### src/rtl/uart_rx_core_pkg.sv
// uart_rx_core_pkg: receiver state encodings and RX FIFO status masks
package uart_rx_core_pkg;
    typedef logic [2:0] rx_state_t;
    localparam rx_state_t RX_STATE_IDLE   = 3'd0;
    localparam rx_state_t RX_STATE_START  = 3'd1;
    localparam rx_state_t RX_STATE_DATA   = 3'd2;
    localparam rx_state_t RX_STATE_PARITY = 3'd3;
    localparam rx_state_t RX_STATE_STOP   = 3'd4;
    localparam logic [3:0] FIFO_EMPTY  = 4'b0001;
    localparam logic [3:0] FIFO_AEMPTY = 4'b0010;
    localparam logic [3:0] FIFO_AFULL  = 4'b0100;
    localparam logic [3:0] FIFO_FULL   = 4'b1000;
endpackage

### src/rtl/uart_rx_core_if.sv
// uart_rx_core_if: RX FIFO write port and error pulses of the receiver
interface uart_rx_core_if #(
    parameter int DATA_WIDTH = 8
);
    logic [DATA_WIDTH-1:0] fwdata;
    logic                  fwrite;
    logic [3:0]            fwstatus;
    logic                  parity_err;
    logic                  frame_err;
    logic                  overrun_err;
    modport master (output fwdata, fwrite, parity_err, frame_err, overrun_err, input fwstatus);
    modport slave  (input fwdata, fwrite, parity_err, frame_err, overrun_err, output fwstatus);
endinterface

### src/rtl/uart_rx_sync.sv
// uart_rx_sync: two-flop synchroniser for the RX pin, idling high out of reset
module uart_rx_sync (
    input  logic clk,
    input  logic reset_n,
    input  logic rx_i,
    output logic rx_s_o
);
    logic [1:0] sync_q;
    always_ff @(posedge clk or negedge reset_n) begin
        if (!reset_n) sync_q <= 2'b11;
        else          sync_q <= {sync_q[0], rx_i};
    end
    assign rx_s_o = sync_q[1];
endmodule

### src/rtl/uart_rx_core.sv
// uart_rx_core: UART receiver turning start/data/parity/stop frames into FIFO writes
// and one-cycle parity, framing and overrun pulses
module uart_rx_core
    import uart_rx_core_pkg::*;
#(
    parameter int DATA_WIDTH   = 8,
    parameter int CLKS_PER_BIT = 3
) (
    input  logic           clk,
    input  logic           reset_n,
    input  logic           RX,
    input  logic           enable_uart,
    uart_rx_core_if.master rxf
);
    localparam int CW   = $clog2(CLKS_PER_BIT);
    localparam int IW   = $clog2(DATA_WIDTH) + 1;
    localparam int HALF = (CLKS_PER_BIT - 1) / 2;
    // cnt is 0 on the first edge after START entry, so HALF cycles in is cnt == HALF-1
    localparam logic [CW-1:0] CNT_START = CW'(HALF - 1);
    localparam logic [CW-1:0] CNT_LAST  = CW'(CLKS_PER_BIT - 1);
    localparam logic [IW-1:0] IDX_LAST  = IW'(DATA_WIDTH - 1);

    logic                  rx_s;
    rx_state_t             state_q, state_d;
    logic [CW-1:0]         cnt_q, cnt_d;
    logic [IW-1:0]         idx_q, idx_d;
    logic [DATA_WIDTH-1:0] shreg_q, shreg_d, data_q, data_d;
    logic                  par_q, par_d, armed_q, armed_d;
    logic                  wr_q, wr_d, perr_q, perr_d, ferr_q, ferr_d, oerr_q, oerr_d;
    logic                  par_ok, full;

    uart_rx_sync u_sync (.clk(clk), .reset_n(reset_n), .rx_i(RX), .rx_s_o(rx_s));

    assign par_ok = (^shreg_q) == par_q;
    assign full   = |(rxf.fwstatus & FIFO_FULL);

    always_comb begin
        state_d = state_q;
        cnt_d   = cnt_q + 1'b1;
        idx_d   = idx_q;
        shreg_d = shreg_q;
        par_d   = par_q;
        armed_d = armed_q;
        data_d  = data_q;
        wr_d    = 1'b0;
        perr_d  = 1'b0;
        ferr_d  = 1'b0;
        oerr_d  = 1'b0;
        if (state_q == RX_STATE_IDLE) begin
            cnt_d = '0;
            // a held-low line must rise before another start is accepted
            if (rx_s) armed_d = 1'b1;
            else if (enable_uart && armed_q) begin
                armed_d = 1'b0;
                state_d = RX_STATE_START;
            end
        end else if (!enable_uart) begin
            state_d = RX_STATE_IDLE;
            cnt_d   = '0;
        end else if (state_q == RX_STATE_START) begin
            if (cnt_q == CNT_START) begin
                cnt_d   = '0;
                idx_d   = '0;
                state_d = rx_s ? RX_STATE_IDLE : RX_STATE_DATA;
            end
        end else if (cnt_q == CNT_LAST) begin
            cnt_d = '0;
            if (state_q == RX_STATE_DATA) begin
                shreg_d = {rx_s, shreg_q[DATA_WIDTH-1:1]};
                idx_d   = idx_q + 1'b1;
                state_d = (idx_q == IDX_LAST) ? RX_STATE_PARITY : RX_STATE_DATA;
            end else if (state_q == RX_STATE_PARITY) begin
                par_d   = rx_s;
                state_d = RX_STATE_STOP;
            end else begin
                state_d = RX_STATE_IDLE;
                ferr_d  = !rx_s;
                perr_d  = rx_s && !par_ok;
                oerr_d  = rx_s && par_ok && full;
                wr_d    = rx_s && par_ok && !full;
                data_d  = (rx_s && par_ok && !full) ? shreg_q : data_q;
            end
        end
    end

    always_ff @(posedge clk or negedge reset_n) begin
        if (!reset_n) begin
            state_q <= RX_STATE_IDLE;
            cnt_q   <= '0;
            idx_q   <= '0;
            shreg_q <= '0;
            par_q   <= 1'b0;
            armed_q <= 1'b1;
            data_q  <= '0;
            wr_q    <= 1'b0;
            perr_q  <= 1'b0;
            ferr_q  <= 1'b0;
            oerr_q  <= 1'b0;
        end else begin
            state_q <= state_d;
            cnt_q   <= cnt_d;
            idx_q   <= idx_d;
            shreg_q <= shreg_d;
            par_q   <= par_d;
            armed_q <= armed_d;
            data_q  <= data_d;
            wr_q    <= wr_d;
            perr_q  <= perr_d;
            ferr_q  <= ferr_d;
            oerr_q  <= oerr_d;
        end
    end

    assign rxf.fwdata      = data_q;
    assign rxf.fwrite      = wr_q;
    assign rxf.parity_err  = perr_q;
    assign rxf.frame_err   = ferr_q;
    assign rxf.overrun_err = oerr_q;
endmodule

### src/flat_wrapper.sv
// flat-port wrapper written by rule: the top's interface ports become plain ports
module uart_rx_core_flat import uart_rx_core_pkg::*;
#(
    parameter int DATA_WIDTH   = 8,
    parameter int CLKS_PER_BIT = 3
)
  (clk, reset_n, RX, enable_uart, rxf_fwdata, rxf_fwrite, rxf_parity_err, rxf_frame_err, rxf_overrun_err, rxf_fwstatus);
  uart_rx_core_if #(.DATA_WIDTH(DATA_WIDTH)) rxf_i ();
  input  logic clk;
  input  logic reset_n;
  input  logic RX;
  input  logic enable_uart;
  output wire logic [$bits(rxf_i.fwdata)-1:0] rxf_fwdata;
  output wire logic [$bits(rxf_i.fwrite)-1:0] rxf_fwrite;
  output wire logic [$bits(rxf_i.parity_err)-1:0] rxf_parity_err;
  output wire logic [$bits(rxf_i.frame_err)-1:0] rxf_frame_err;
  output wire logic [$bits(rxf_i.overrun_err)-1:0] rxf_overrun_err;
  input wire logic [$bits(rxf_i.fwstatus)-1:0] rxf_fwstatus;
  assign rxf_fwdata = rxf_i.fwdata;
  assign rxf_fwrite = rxf_i.fwrite;
  assign rxf_parity_err = rxf_i.parity_err;
  assign rxf_frame_err = rxf_i.frame_err;
  assign rxf_overrun_err = rxf_i.overrun_err;
  assign rxf_i.fwstatus = rxf_fwstatus;
  uart_rx_core #(.DATA_WIDTH(DATA_WIDTH), .CLKS_PER_BIT(CLKS_PER_BIT)) u_core (.clk(clk), .reset_n(reset_n), .RX(RX), .enable_uart(enable_uart), .rxf(rxf_i));
endmodule
### config.mk
export PLATFORM = sky130hd
export DESIGN_NAME = uart_rx_core_flat
export DESIGN_NICKNAME = d
export VERILOG_FILES = /design/src/rtl/uart_rx_core_pkg.sv /design/src/rtl/uart_rx_core_if.sv /design/src/rtl/uart_rx_sync.sv /design/src/rtl/uart_rx_core.sv /design/src/flat_wrapper.sv
export SDC_FILE = /design/constraint.sdc
export NUM_CORES = 1
export LEC_CHECK = 0
export BUFFER_PORTS_ARGS = -buffer_cell sky130_fd_sc_hd__clkbuf_2
export CAP_MARGIN = 20
export CORE_AREA = 2 2 56 58
export DETAILED_ROUTE_END_ITERATION = 6
export DIE_AREA = 0 0 58 60
export GPL_TIMING_DRIVEN = 0
export PLACE_DENSITY = 0.77
export SYNTH_ARGS = -nofsm -noshare
export SYNTH_HDL_FRONTEND = slang
export SYNTH_SLANG_ARGS = --single-unit
### constraint.sdc
create_clock -name clk -period 3.8 [get_ports clk]
set_input_delay 0.19 -clock clk [delete_from_list [all_inputs] [get_ports clk]]
set_output_delay 0.19 -clock clk [all_outputs]
set_load 0.02 [all_outputs]
==> flow_metrics.tcl <==
set metrics [dict create \
    finish.utilization_pct 59.9 \
    setup_crit_start "u_core.cnt_q[0]$_DFF_PN0_" \
    cts_inserted_buffers 5 \
    timing.critical_path.to_type "flip-flop" \
    number_of_pins_exceeding_their_max_slew_limit_in_the_final_report 0 \
    clock-skew-final_ns 0.00916 \
    clk_pin_slew_ns 0.10 \
    drt-pass1-iter-count 4 \
    synth_top_area_share_pct 49.1 \
    area_growth_syn_to_layout_pct 13.8 \
    port_buffer_cells 16 \
    synth_top_cell_by_area "sky130_fd_sc_hd__dfrtp_1" \
    critical_path.max_stage_delay_ns 0.39 \
    core_area_um2 2900 \
    worst_ep_arrival_ns 2.21 \
    drt.antenna.violating_nets 0 \
    clock_tree_from_tritoncts "yes" \
    drt-vias-per-instance 5.41 \
    finalCritPeriodShare_pct 52.3 \
    r2r_end "u_core.rxf.fwdata[6]$_DFFE_PN0P_" \
    syn_area_um2 1530 \
    async_reset_ff_share_pct 100 \
    synthesized_area_divided_by_synthesized_cell_count_um2 12.7 \
    post_cts_resize_count 0 \
    finalSetupViolCount 0 \
    die_h_um 60 \
    preCtsSetupSlack_ns 1.80 \
    drc_errors 0 \
    post_synth_edffs 0 \
    timing.setup.tns_ns 0 \
    number_of_primary_i_o_pins 20 \
    totalWireLength_um 2420 \
    synth_ff_type "sky130_fd_sc_hd__dfrtp_1" \
    antenna_cells_inserted 0 \
    synth.top_cells.by_area "sky130_fd_sc_hd__dfrtp_1 (49%), sky130_fd_sc_hd__mux2_2 (13%), sky130_fd_sc_hd__dfstp_2 (5.2%)" \
    r2r-start "u_core.cnt_q[0]$_DFF_PN0_" \
    rr_worst_depth 6 \
    synthesis.nets 134 \
    power.static_leakage_uw 0.000892 \
    timing.hold.worst.class "in -> reg" \
    htree_num_levels 2 \
    rrSetupSlack_ns 1.81 \
    unrepaired_setup_endpoints_after_global_routing "false" \
    grt_overflow 0 \
    grt_max_degree 34 \
    antenna_found_initial 0 \
    timing.critical_path.cells "inv_1, ha_1, nand4_1, nor3b_1, mux2i_4, mux2_2" \
    routabilityCongestion 0.808 \
    die-area_um2 3480 \
    clkLatencyLatePin_ns 0.33 \
    total_of_flip_flops_plus_latches_after_synthesis 33 \
    max_freq_mhz 503 \
    critical-path-slowest-cell "sky130_fd_sc_hd__dfrtp_1" \
    peakVddDrop_mv 0.236 \
    criticalPathCategory "reg -> reg" \
    ys_types 33 \
    global_route_wire_length_before_repair_um 4310 \
    crit_fanout 9 \
    worst-slew-pin-transition_ns 0.778 \
    maxSlewHeadroom_pct 48.1 \
    fp.dieW_um 58 \
    share_of_cells_above_drive_strength_1_pct 34.2 \
    mostFrequentLayoutCell "sky130_fd_sc_hd__dfrtp_1" \
    wl_per_cell_um 13.5 \
    crit_end "u_core.rxf.fwdata[6]$_DFFE_PN0P_" \
    groute.usage.overall_pct 17.4 \
    cap_viol_max_count 0 \
    synthesis.instances 120 \
    setup.worst_path.start_class "flip-flop" \
    final.setup.worst_slack_ns 1.81 \
    cts.path.max_buffers 2 \
    pwr_density_cell_nw_per_um2 355 \
    filler_cell_count 242 \
    run_status "finished, final reports clean" \
    clock-root-buffer "sky130_fd_sc_hd__clkbuf_4" \
    detailed_placement_hpwl_um 1700 \
    routed-via-count 969 \
    yosysWarningCount 0 \
    cts_hold_buf 2 \
    rows 20 \
    cp.required_ns 4.02 \
    vias_in_the_first_global_route 962 \
    finalNetCount 159 \
    cts_sinks 33 \
    hold_violations 0 \
    drtIter0Drc 15 \
    finalCriticalPeriod_ns 1.99 \
    ys_seq_area_share_pct 54.3 \
    layout.cells.most_common_list "sky130_fd_sc_hd__dfrtp_1 (30), sky130_fd_sc_hd__mux2_2 (18), sky130_fd_sc_hd__clkbuf_2 (16)" \
    cts_setup_buffers 0 \
    initial_utilization_pct 52.6 \
]
sequential cells by signal, indices dropped and copies added (netlist names):
register / flops
u_core.par_q: 1
u_core.rxf.frame_err: 1
u_core.rxf.fwdata: 8
u_core.rxf.parity_err: 1
u_core.cnt_q: 2
u_core.state_q: 3
u_core.rxf.fwrite: 1
u_core.armed_q: 1
u_core.u_sync.sync_q: 2
u_core.shreg_q: 8
u_core.rxf.overrun_err: 1
u_core.idx_q: 4
cells in the mapped netlist (2+ instances only):
master,count
sky130_fd_sc_hd__nand2_1,3
sky130_fd_sc_hd__ha_1,6
sky130_fd_sc_hd__a22o_1,2
sky130_fd_sc_hd__mux2_2,18
sky130_fd_sc_hd__xnor2_1,4
sky130_fd_sc_hd__o21ai_0,3
sky130_fd_sc_hd__dfrtp_1,30
sky130_fd_sc_hd__nor3b_1,2
sky130_fd_sc_hd__nand3_1,3
sky130_fd_sc_hd__and3_1,2
sky130_fd_sc_hd__xor2_1,2
sky130_fd_sc_hd__nor3_1,3
sky130_fd_sc_hd__nor2_1,8
sky130_fd_sc_hd__inv_1,6
sky130_fd_sc_hd__clkbuf_1,2
sky130_fd_sc_hd__buf_2,2
sky130_fd_sc_hd__and4_1,2
sky130_fd_sc_hd__dfstp_2,3
sky130_fd_sc_hd__a21oi_1,5
cell families (layout without fill, tap and decap cells):
logic type | after synthesis | after routing | synth area share (%)
DFF | 33 | 33 | 54.3
muxes | 19 | 19 | 14.7
xor gates and xnor gates | 8 | 8 | 6.47
adders and majority gates | 6 | 6 | 4.91
AOI/OAI and AO/OA | 13 | 13 | 5.32
and+or+nand+nor | 31 | 31 | 11.6
buffers and inverters | 10 | 36 | 2.62
worst min path at each step:
stage	startpoint	endpoint	slack (ns)	cells past startpoint
global route	rxf_fwstatus[3]	u_core.rxf.overrun_err$_DFF_PN0_	0.08	3
global placement	RX	u_core.u_sync.sync_q[0]$_DFF_PN1_	0.28	1
detailed placement	RX	u_core.u_sync.sync_q[0]$_DFF_PN1_	0.28	1
floorplan	reset_n	u_core.cnt_q[0]$_DFF_PN0_	-0.11	0
finish	rxf_fwstatus[3]	u_core.rxf.overrun_err$_DFF_PN0_	0.07	3
CTS	rxf_fwstatus[3]	u_core.rxf.overrun_err$_DFF_PN0_	0.06	3
metrics by stage:
stage	instances	cell area [um2]	hold WS, ns	power [uW]
floorplan	120	1530	-0.106	384
global placement	169	1650	0.277	397
detailed placement	169	1650	0.279	399
CTS	179	1740	0.0595	626
global route	179	1740	0.0781	647
finish	179	1740	0.0727	617
layout make-up:
cell class	count	area (um2)	share of cell area (%)
Buffer	4	17.5	1.01
Clock buffer	7	65.1	3.74
Clock inverter	1	5.00	0.288
Inverter	6	22.5	1.29
Multi-Input combinational cell	77	658	37.8
Sequential cell	33	830	47.7
Tap cell	33	41.3	2.37
Timing Repair Buffer	18	100	5.76
critical path: cells and delay by family (launching register included):
kind	cells	cell delay, ns
AND/OR/NAND/NOR	2	0.53
multiplexers	2	0.51
flip-flops	1	0.39
adder cells (fa/ha/maj)	1	0.32
buffers and inverters	1	0.13
report_power, final:
part / switching (uW) / internal, uW
sequential: 3.62 / 358
clock: 117 / 107
combinational: 20.1 / 11.2
metal layers:
metal | GRT usage (%) | up-vias | part of all wire [%]
met3 | 4.55 | 8 | 5.0
met2 | 27.8 | 25 | 48
li1 | - | 472 | -
met1 | 20.8 | 464 | 44
met4 | 12.0 | 0 | 3.1
met5 | 0 | - | 0
No activity file was read; power rests on OpenSTA's default activity.
